File: src/rtl/hazard_ctrl_mc_pkg.sv
`default_nettype none
// ============================================================================
//  Module   : hazard_ctrl_mc_pkg
//  Brief    : Shared FSM encoding and default constants for the hazard unit.
//  Revision : 1.0 - initial release
// ============================================================================
package hazard_ctrl_mc_pkg;

   localparam int HZ_REG_AW      = 5;
   localparam int HZ_MC_LAT_MDIV = 34;

   typedef enum logic [1:0] {
      RUN      = 2'd0,
      MEM_WAIT = 2'd1,
      MC_BUSY  = 2'd2,
      RMW      = 2'd3
   } hz_state_e;

endpackage
`default_nettype wire

File: src/rtl/hazard_ctrl_mc_if.sv
`default_nettype none
// ============================================================================
//  Module   : hazard_ctrl_mc_if
//  Brief    : Pipeline-status inputs and enable/bubble outputs of the hazard unit.
//  Revision : 1.0 - initial release
// ============================================================================
interface hazard_ctrl_mc_if
   import hazard_ctrl_mc_pkg::*;
#(
   parameter int REG_AW = HZ_REG_AW,
   parameter int CNT_W  = 32
);
   logic [REG_AW-1:0] id_rs1, id_rs2, ex_rd;
   logic              id_rs1_used, id_rs2_used, id_flush;
   logic              ex_memread, ex_mc_start, ex_mc_done;
   logic              mem_req, mem_ready, mem_store_bh;
   logic              pc_en, if_id_en, id_ex_en, ex_mem_en, mem_wb_en;
   logic              id_ex_nop, ex_mem_nop, if_id_flush, busy;
   logic [CNT_W-1:0]  stall_cnt;

   modport slave (
      input  id_rs1, id_rs2, ex_rd, id_rs1_used, id_rs2_used, id_flush,
             ex_memread, ex_mc_start, ex_mc_done, mem_req, mem_ready, mem_store_bh,
      output pc_en, if_id_en, id_ex_en, ex_mem_en, mem_wb_en,
             id_ex_nop, ex_mem_nop, if_id_flush, busy, stall_cnt
   );

   modport master (
      output id_rs1, id_rs2, ex_rd, id_rs1_used, id_rs2_used, id_flush,
             ex_memread, ex_mc_start, ex_mc_done, mem_req, mem_ready, mem_store_bh,
      input  pc_en, if_id_en, id_ex_en, ex_mem_en, mem_wb_en,
             id_ex_nop, ex_mem_nop, if_id_flush, busy, stall_cnt
   );
endinterface
`default_nettype wire

File: src/rtl/hazard_ctrl_mc_ldu_cmp.sv
`default_nettype none
// ============================================================================
//  Module   : hazard_ldu_cmp
//  Brief    : Combinational load-use comparator between ID sources and EX load.
//  Revision : 1.0 - initial release
// ============================================================================
module hazard_ldu_cmp
   import hazard_ctrl_mc_pkg::*;
#(
   parameter int REG_AW = HZ_REG_AW
) (
   input  logic [REG_AW-1:0] ex_rd_i,
   input  logic              ex_memread_i,
   input  logic [REG_AW-1:0] id_rs1_i,
   input  logic              id_rs1_used_i,
   input  logic [REG_AW-1:0] id_rs2_i,
   input  logic              id_rs2_used_i,
   output logic              hazard_o
);
   // x0 is hardwired zero, so a load targeting it never creates a dependency
   assign hazard_o = ex_memread_i && (ex_rd_i != '0) &&
                     (((ex_rd_i == id_rs1_i) && id_rs1_used_i) ||
                      ((ex_rd_i == id_rs2_i) && id_rs2_used_i));
endmodule
`default_nettype wire

File: src/rtl/hazard_ctrl_mc.sv
`default_nettype none
// ============================================================================
//  Module   : hazard_ctrl_mc
//  Brief    : Stage enables, bubbles and IF/ID flush for the 5-stage RV32 core,
//             covering memory wait, multi-cycle EX, sub-word RMW and load-use.
//  Revision : 1.0 - initial release
// ============================================================================
module hazard_ctrl_mc
   import hazard_ctrl_mc_pkg::*;
#(
   parameter int REG_AW    = HZ_REG_AW,
   parameter int MC_LAT    = HZ_MC_LAT_MDIV,
   parameter int EN_BH_RMW = 1,
   parameter int CNT_W     = 32
) (
   input  logic             clk,
   input  logic             rst,
   hazard_ctrl_mc_if.slave  hz
);
   localparam int CW = $clog2(MC_LAT);

   hz_state_e         state_q, state_d;
   logic [CW-1:0]     mc_cnt_q, mc_cnt_d;
   logic [CNT_W-1:0]  stall_cnt_q;
   logic [4:0]        en;        // {pc, if_id, id_ex, ex_mem, mem_wb}
   logic              id_ex_nop, ex_mem_nop;
   logic              ldu_haz, mem_wait, rmw_hit, mc_hit, mc_rel, rmw_en;

   generate
      if (EN_BH_RMW != 0) begin : g_rmw_on
         assign rmw_en = 1'b1;
      end else begin : g_rmw_off
         assign rmw_en = 1'b0;
      end
   endgenerate

   hazard_ldu_cmp #(.REG_AW(REG_AW)) u_ldu_cmp (
      .ex_rd_i       (hz.ex_rd),
      .ex_memread_i  (hz.ex_memread),
      .id_rs1_i      (hz.id_rs1),
      .id_rs1_used_i (hz.id_rs1_used),
      .id_rs2_i      (hz.id_rs2),
      .id_rs2_used_i (hz.id_rs2_used),
      .hazard_o      (ldu_haz)
   );

   assign mem_wait = hz.mem_req & ~hz.mem_ready;
   assign rmw_hit  = hz.mem_req & hz.mem_ready & hz.mem_store_bh & rmw_en;
   assign mc_hit   = hz.ex_mc_start & ~hz.ex_mc_done;
   assign mc_rel   = (mc_cnt_q == '0) | hz.ex_mc_done;

   always_comb begin
      en         = 5'b11111;
      id_ex_nop  = 1'b0;
      ex_mem_nop = 1'b0;
      state_d    = state_q;
      mc_cnt_d   = mc_cnt_q;
      case (state_q)
         RUN, MEM_WAIT: begin
            if ((state_q == MEM_WAIT) && !hz.mem_ready) begin
               en = 5'b00000;
            end else begin
               state_d = RUN;
               if (mem_wait) begin
                  en      = 5'b00000;
                  state_d = MEM_WAIT;
               end else if (rmw_hit) begin
                  en      = 5'b00000;
                  state_d = RMW;
               end else if (mc_hit) begin
                  // EX holds the op while MEM/WB drain behind a bubble
                  en         = 5'b00011;
                  ex_mem_nop = 1'b1;
                  mc_cnt_d   = CW'(MC_LAT - 2);
                  state_d    = MC_BUSY;
               end else if (ldu_haz) begin
                  en        = 5'b00111;
                  id_ex_nop = 1'b1;
               end
            end
         end
         RMW: begin
            en      = 5'b00000;
            state_d = RUN;
         end
         MC_BUSY: begin
            if (mc_cnt_q != '0) mc_cnt_d = mc_cnt_q - CW'(1);
            if (mem_wait) begin
               en = 5'b00000;
            end else if (mc_rel) begin
               state_d = RUN;
            end else begin
               en         = 5'b00011;
               ex_mem_nop = 1'b1;
            end
         end
         default: state_d = RUN;
      endcase
      if (rst) begin
         en         = 5'b11111;
         id_ex_nop  = 1'b0;
         ex_mem_nop = 1'b0;
      end
   end

   always_ff @(posedge clk or posedge rst) begin
      if (rst) begin
         state_q     <= RUN;
         mc_cnt_q    <= '0;
         stall_cnt_q <= '0;
      end else begin
         state_q  <= state_d;
         mc_cnt_q <= mc_cnt_d;
         if (!en[4] && (stall_cnt_q != '1)) stall_cnt_q <= stall_cnt_q + CNT_W'(1);
      end
   end

   assign hz.pc_en       = en[4];
   assign hz.if_id_en    = en[3];
   assign hz.id_ex_en    = en[2];
   assign hz.ex_mem_en   = en[1];
   assign hz.mem_wb_en   = en[0];
   assign hz.id_ex_nop   = id_ex_nop;
   assign hz.ex_mem_nop  = ex_mem_nop;
   assign hz.if_id_flush = hz.id_flush & en[3];
   assign hz.busy        = (state_q != RUN);
   assign hz.stall_cnt   = stall_cnt_q;
endmodule
`default_nettype wire

File: src/flat_wrapper.sv
// flat-port wrapper written by rule: the top's interface ports become plain ports
module hazard_ctrl_mc_flat import hazard_ctrl_mc_pkg::*;
#(
   parameter int REG_AW    = HZ_REG_AW,
   parameter int MC_LAT    = HZ_MC_LAT_MDIV,
   parameter int EN_BH_RMW = 1,
   parameter int CNT_W     = 32
)
  (clk, rst, hz_id_rs1, hz_id_rs2, hz_ex_rd, hz_id_rs1_used, hz_id_rs2_used, hz_id_flush, hz_ex_memread, hz_ex_mc_start, hz_ex_mc_done, hz_mem_req, hz_mem_ready, hz_mem_store_bh, hz_pc_en, hz_if_id_en, hz_id_ex_en, hz_ex_mem_en, hz_mem_wb_en, hz_id_ex_nop, hz_ex_mem_nop, hz_if_id_flush, hz_busy, hz_stall_cnt);
  hazard_ctrl_mc_if #(.REG_AW(REG_AW), .CNT_W(CNT_W)) hz_i ();
  input  logic clk;
  input  logic rst;
  input wire logic [$bits(hz_i.id_rs1)-1:0] hz_id_rs1;
  input wire logic [$bits(hz_i.id_rs2)-1:0] hz_id_rs2;
  input wire logic [$bits(hz_i.ex_rd)-1:0] hz_ex_rd;
  input wire logic [$bits(hz_i.id_rs1_used)-1:0] hz_id_rs1_used;
  input wire logic [$bits(hz_i.id_rs2_used)-1:0] hz_id_rs2_used;
  input wire logic [$bits(hz_i.id_flush)-1:0] hz_id_flush;
  input wire logic [$bits(hz_i.ex_memread)-1:0] hz_ex_memread;
  input wire logic [$bits(hz_i.ex_mc_start)-1:0] hz_ex_mc_start;
  input wire logic [$bits(hz_i.ex_mc_done)-1:0] hz_ex_mc_done;
  input wire logic [$bits(hz_i.mem_req)-1:0] hz_mem_req;
  input wire logic [$bits(hz_i.mem_ready)-1:0] hz_mem_ready;
  input wire logic [$bits(hz_i.mem_store_bh)-1:0] hz_mem_store_bh;
  output wire logic [$bits(hz_i.pc_en)-1:0] hz_pc_en;
  output wire logic [$bits(hz_i.if_id_en)-1:0] hz_if_id_en;
  output wire logic [$bits(hz_i.id_ex_en)-1:0] hz_id_ex_en;
  output wire logic [$bits(hz_i.ex_mem_en)-1:0] hz_ex_mem_en;
  output wire logic [$bits(hz_i.mem_wb_en)-1:0] hz_mem_wb_en;
  output wire logic [$bits(hz_i.id_ex_nop)-1:0] hz_id_ex_nop;
  output wire logic [$bits(hz_i.ex_mem_nop)-1:0] hz_ex_mem_nop;
  output wire logic [$bits(hz_i.if_id_flush)-1:0] hz_if_id_flush;
  output wire logic [$bits(hz_i.busy)-1:0] hz_busy;
  output wire logic [$bits(hz_i.stall_cnt)-1:0] hz_stall_cnt;
  assign hz_i.id_rs1 = hz_id_rs1;
  assign hz_i.id_rs2 = hz_id_rs2;
  assign hz_i.ex_rd = hz_ex_rd;
  assign hz_i.id_rs1_used = hz_id_rs1_used;
  assign hz_i.id_rs2_used = hz_id_rs2_used;
  assign hz_i.id_flush = hz_id_flush;
  assign hz_i.ex_memread = hz_ex_memread;
  assign hz_i.ex_mc_start = hz_ex_mc_start;
  assign hz_i.ex_mc_done = hz_ex_mc_done;
  assign hz_i.mem_req = hz_mem_req;
  assign hz_i.mem_ready = hz_mem_ready;
  assign hz_i.mem_store_bh = hz_mem_store_bh;
  assign hz_pc_en = hz_i.pc_en;
  assign hz_if_id_en = hz_i.if_id_en;
  assign hz_id_ex_en = hz_i.id_ex_en;
  assign hz_ex_mem_en = hz_i.ex_mem_en;
  assign hz_mem_wb_en = hz_i.mem_wb_en;
  assign hz_id_ex_nop = hz_i.id_ex_nop;
  assign hz_ex_mem_nop = hz_i.ex_mem_nop;
  assign hz_if_id_flush = hz_i.if_id_flush;
  assign hz_busy = hz_i.busy;
  assign hz_stall_cnt = hz_i.stall_cnt;
  hazard_ctrl_mc #(.REG_AW(REG_AW), .MC_LAT(MC_LAT), .EN_BH_RMW(EN_BH_RMW), .CNT_W(CNT_W)) u_core (.clk(clk), .rst(rst), .hz(hz_i));
endmodule
File: config.mk
export PLATFORM = sky130hd
export DESIGN_NAME = hazard_ctrl_mc_flat
export DESIGN_NICKNAME = d
export VERILOG_FILES = /design/src/rtl/hazard_ctrl_mc_pkg.sv /design/src/rtl/hazard_ctrl_mc_if.sv /design/src/rtl/hazard_ctrl_mc_ldu_cmp.sv /design/src/rtl/hazard_ctrl_mc.sv /design/src/flat_wrapper.sv
export SDC_FILE = /design/constraint.sdc
export NUM_CORES = 1
export LEC_CHECK = 0
export BUFFER_PORTS_ARGS = -buffer_cell sky130_fd_sc_hd__buf_2
export CORE_ASPECT_RATIO = 1.25
export CORE_MARGIN = 10
export CORE_UTILIZATION = 58
export CTS_BUF_LIST = sky130_fd_sc_hd__clkbuf_2 sky130_fd_sc_hd__clkbuf_4 sky130_fd_sc_hd__clkbuf_8
export CTS_CLUSTER_DIAMETER = 40
export DETAILED_ROUTE_END_ITERATION = 10
export MAX_ROUTING_LAYER = met4
export PLACE_DENSITY = 0.88
export SLEW_MARGIN = 0
export SYNTH_ARGS = -nofsm -noshare
export SYNTH_HDL_FRONTEND = slang
export SYNTH_HIERARCHICAL = 1
export SYNTH_SLANG_ARGS = --single-unit
File: constraint.sdc
create_clock -name clk -period 4.5 [get_ports clk]
set_input_delay 0 -clock clk [delete_from_list [all_inputs] [get_ports clk]]
set_output_delay 0 -clock clk [all_outputs]
set_load 0.01 [all_outputs]
==> metrics.md <==
| Metric | Value |
|---|---|
| Placer Congestion | 0.8075 |
| Main synth FF type | dfrtp_1 |
| Largest area contributor in the netlist | dfrtp_1 |
| Synthesized area | 2411 µm² |
| RSZ-0062 raised after global routing | no |
| Final non-filler cell total | 376 |
| Post-DP HPWL | 4.473 mm |
| Drt wl/cell | 15.76 µm |
| H-tree levels | 2 |
| Max stage delay on crit path | 0.82 ns |
| Total Routed Length | 5.924 mm |
| Outcome | completed |
| Total CTS buffers | 5 |
| Cell variety after synth | 47 |
| Die height | 92.09 µm |
| Power Dens Cells | 415.6 nW/µm² |
| Initial antenna violation count | 0 |
| Number of synthesized flops with an enable pin | 0 |
| Die width | 77.67 µm |
| Share of layout cells above drive strength 1 | 30.31% |
| Cell breakdown of the critical path | inv_1, ha_1, nor3b_1, a21o_1, a211oi_4, inv_4, or3_1, xnor2_1 |
| DRC viols | 0 |
| TritonCTS clock tree | yes |
| Largest net degree at the start of global routing | 41 |
| Core Footprint | 4066 µm² |
| Cell area after layout | 2948 µm² |
| WP buf/inv | 2 |
| Max Cap Viol | 0 |
| Async SR Flop Fraction | 100.0% |
| First-pass GRT wire length | 9.804 mm |
| Critical path's top delay family | compound AO/OA/AOI/OAI gates |
| DP Worst Slack | 1.835 ns |
| Row cnt | 26 |
| Complex-gate fraction of the synthesized area | 9.497% |
| Setup TNS | 0 ns |
| DR vias/cell | 5.606 |
| Met3 Routed Length | 352 µm |
| GRT Overall Usage | 16.87% |
| Synth Instances | 251 |
| Worst-path fanout max | 24 |
| Worst EP required | 4.68 ns |
| Vias in the first global route | 2034 |
| #FFs+latches synth | 40 |
| Number of nets in the layout | 348 |
| Hold WS | 0.06745 ns |
| Slew Limit Fails | 0 |
| Sequential fraction of the synthesis area | 41.52% |
| Clk slew on worst S/H paths | 0.08 ns |
| Final hold violations | 0 |
| Max Freq | 382.8 MHz |
| Most common cell after layout, fill and taps aside | buf_2 |
| Placed cell areas | 2779 µm² |
| Fin util | 72.49% |
| Longest Clk Path Bufs | 2 |
| Max IR drop VDD | 408.5 µV |
| Critical Path Start Type | flip-flop |
| Clock skew | 0.008321 ns |
| Final setup viols | 0 |
| Syn_nets | 280 |
| Pleak | 1.376 nW |
| I/O pin count | 67 |
| Routed via count | 2108 |
| Clock Latency Late Sink | 0.29 ns |
| CP arrival | 2.79 ns |
| Period utilisation layout | 58.06% |
| Slew headroom | 37.80% |
| Top cells by area, synth | dfrtp_1, xnor2_1, nand3_1 |
| Hold/Removal Path Class | primary input to flip-flop |
| Ys Warns | 6 |
| Commonest cells after routing, fill and taps aside | buf_2, dfrtp_1, xnor2_1 |
| Cell Count Post-Placement | 367 |
| Final worst slack | 1.887 ns |
| Starting DRC count in detailed routing | 95 |
| Drt first pass iters | 4 |
| Synth Area in Adders | 1.557% |
| Metal2 WL | 3.009 mm |
| Routed Antenna Nets | 0 |
| Mux cell area share after synthesis | 0.9341% |
| WL met1 | 2.510 mm |
| Synth Area in Simple Gates | 28.49% |
| Xor/xnor share of the synthesized area | 14.53% |
| Mean Syn Cell Area | 9.606 µm² |
| Setup CP Type | flip-flop to flip-flop |
| Remaining global-route overflow | 0 |
| Clock sinks | 40 |
| # port buffers | 66 |
| CP Capture Type | flip-flop |
| Max Used Layer | met4 |
| Initial Util | 59.29% |
| Post-synth top area share | 41.52% |
| Final Total Pwr | 1.225 mW |
| Worst slew pin tran | 0.9301 ns |
| Combinational family with the most area after synthesis | simple AND/OR/NAND/NOR gates |
| CTS root buf | clkbuf_8 |
| Antenna Cells | 0 |
| Die area | 7152 µm² |
| Area grow syn2layout | 22.26% |
| Post-route minimum period | 2.613 ns |
| Slowest CP cell | a211oi_4 |
| Post-CTS Resized | 0 |
## final cells by class
type | count | area [µm²]
Timing Repair Buffer | 68 | 347.8
Inverter | 11 | 43.79
Multi-Input combinational cell | 193 | 1326
Fill cell | 313 | 1119
Clock inverter | 3 | 90.09
Sequential cell | 40 | 1001
Tap cell | 56 | 70.07
Clock buffer | 5 | 68.82
## tightest hold or removal path, stage by stage
cell	delay [ns]
buf_2	0.14
a21oi_1	0.09
nor2_1	0.08
## logic make-up after synthesis
group | after synthesis
fa+ha+maj | 3
simple gates | 117
buf+inv | 18
mux | 2
flops | 40
xor+xnor | 40
compound gates | 31
## where the power goes
group | internal [mW] | switching [mW] | total, mW
registers | 0.416 | 0.0742 | 0.491
logic | 0.143 | 0.191 | 0.333
clock network | 0.277 | 0.124 | 0.401
total | 0.836 | 0.389 | 1.23
## worst paths after layout
check                           depth (start not counted)                 endpoint                     from  slack (ns)
worst max register to register                          8  u_core/hz.stall_cnt[30]       u_core/mc_cnt_q[0]        1.89
worst min-delay path                                    3        u_core/state_q[0]               hz_mem_req        0.07
worst min register to register                          1  u_core/hz.stall_cnt[25]  u_core/hz.stall_cnt[25]        0.50
min in group asynchronous                               4  u_core/hz.stall_cnt[22]                      rst        0.48
worst max-delay path                                    8  u_core/hz.stall_cnt[30]       u_core/mc_cnt_q[0]        1.89
max in group asynchronous                               4       u_core/mc_cnt_q[0]                      rst        3.67
## sequential cells by signal (all words and copies together) (netlist names)
signal	flops
u_core/hz.stall_cnt	32
u_core/state_q	2
u_core/mc_cnt_q	6
## synth_stat cells, drive strengths merged (2+ instances only)
cell type and n:
and3 11, a2111oi 2, xor2 10, and4 4, o21ai 7, a211oi 2
nor3 7, dfrtp 40, o22ai 3, mux2 2, a21oi 9, inv 11
nand2b 3, nor2b 5, buf 7, a21o 2, nor2 15, or3 2
xnor2 30, ha 3, and2 2, nand2 19, nor4 5, nand3 27
nand4 12
## layer usage
layer,vias to the layer above,track usage [%]
li1,1029,-
met1,1010,19.74
met2,65,27.77
met3,4,4.492
met4,0,4.726
met5,-,-
## what timing repair did
| action | 4_1_cts | 5_1_grt |
|---|---|---|
| setup buffers | 0 | 0 |
| endpoints found under the hold margin | 40 | 0 |
| hold buffers | 1 | 0 |
(Power assumes the default switching activity.)
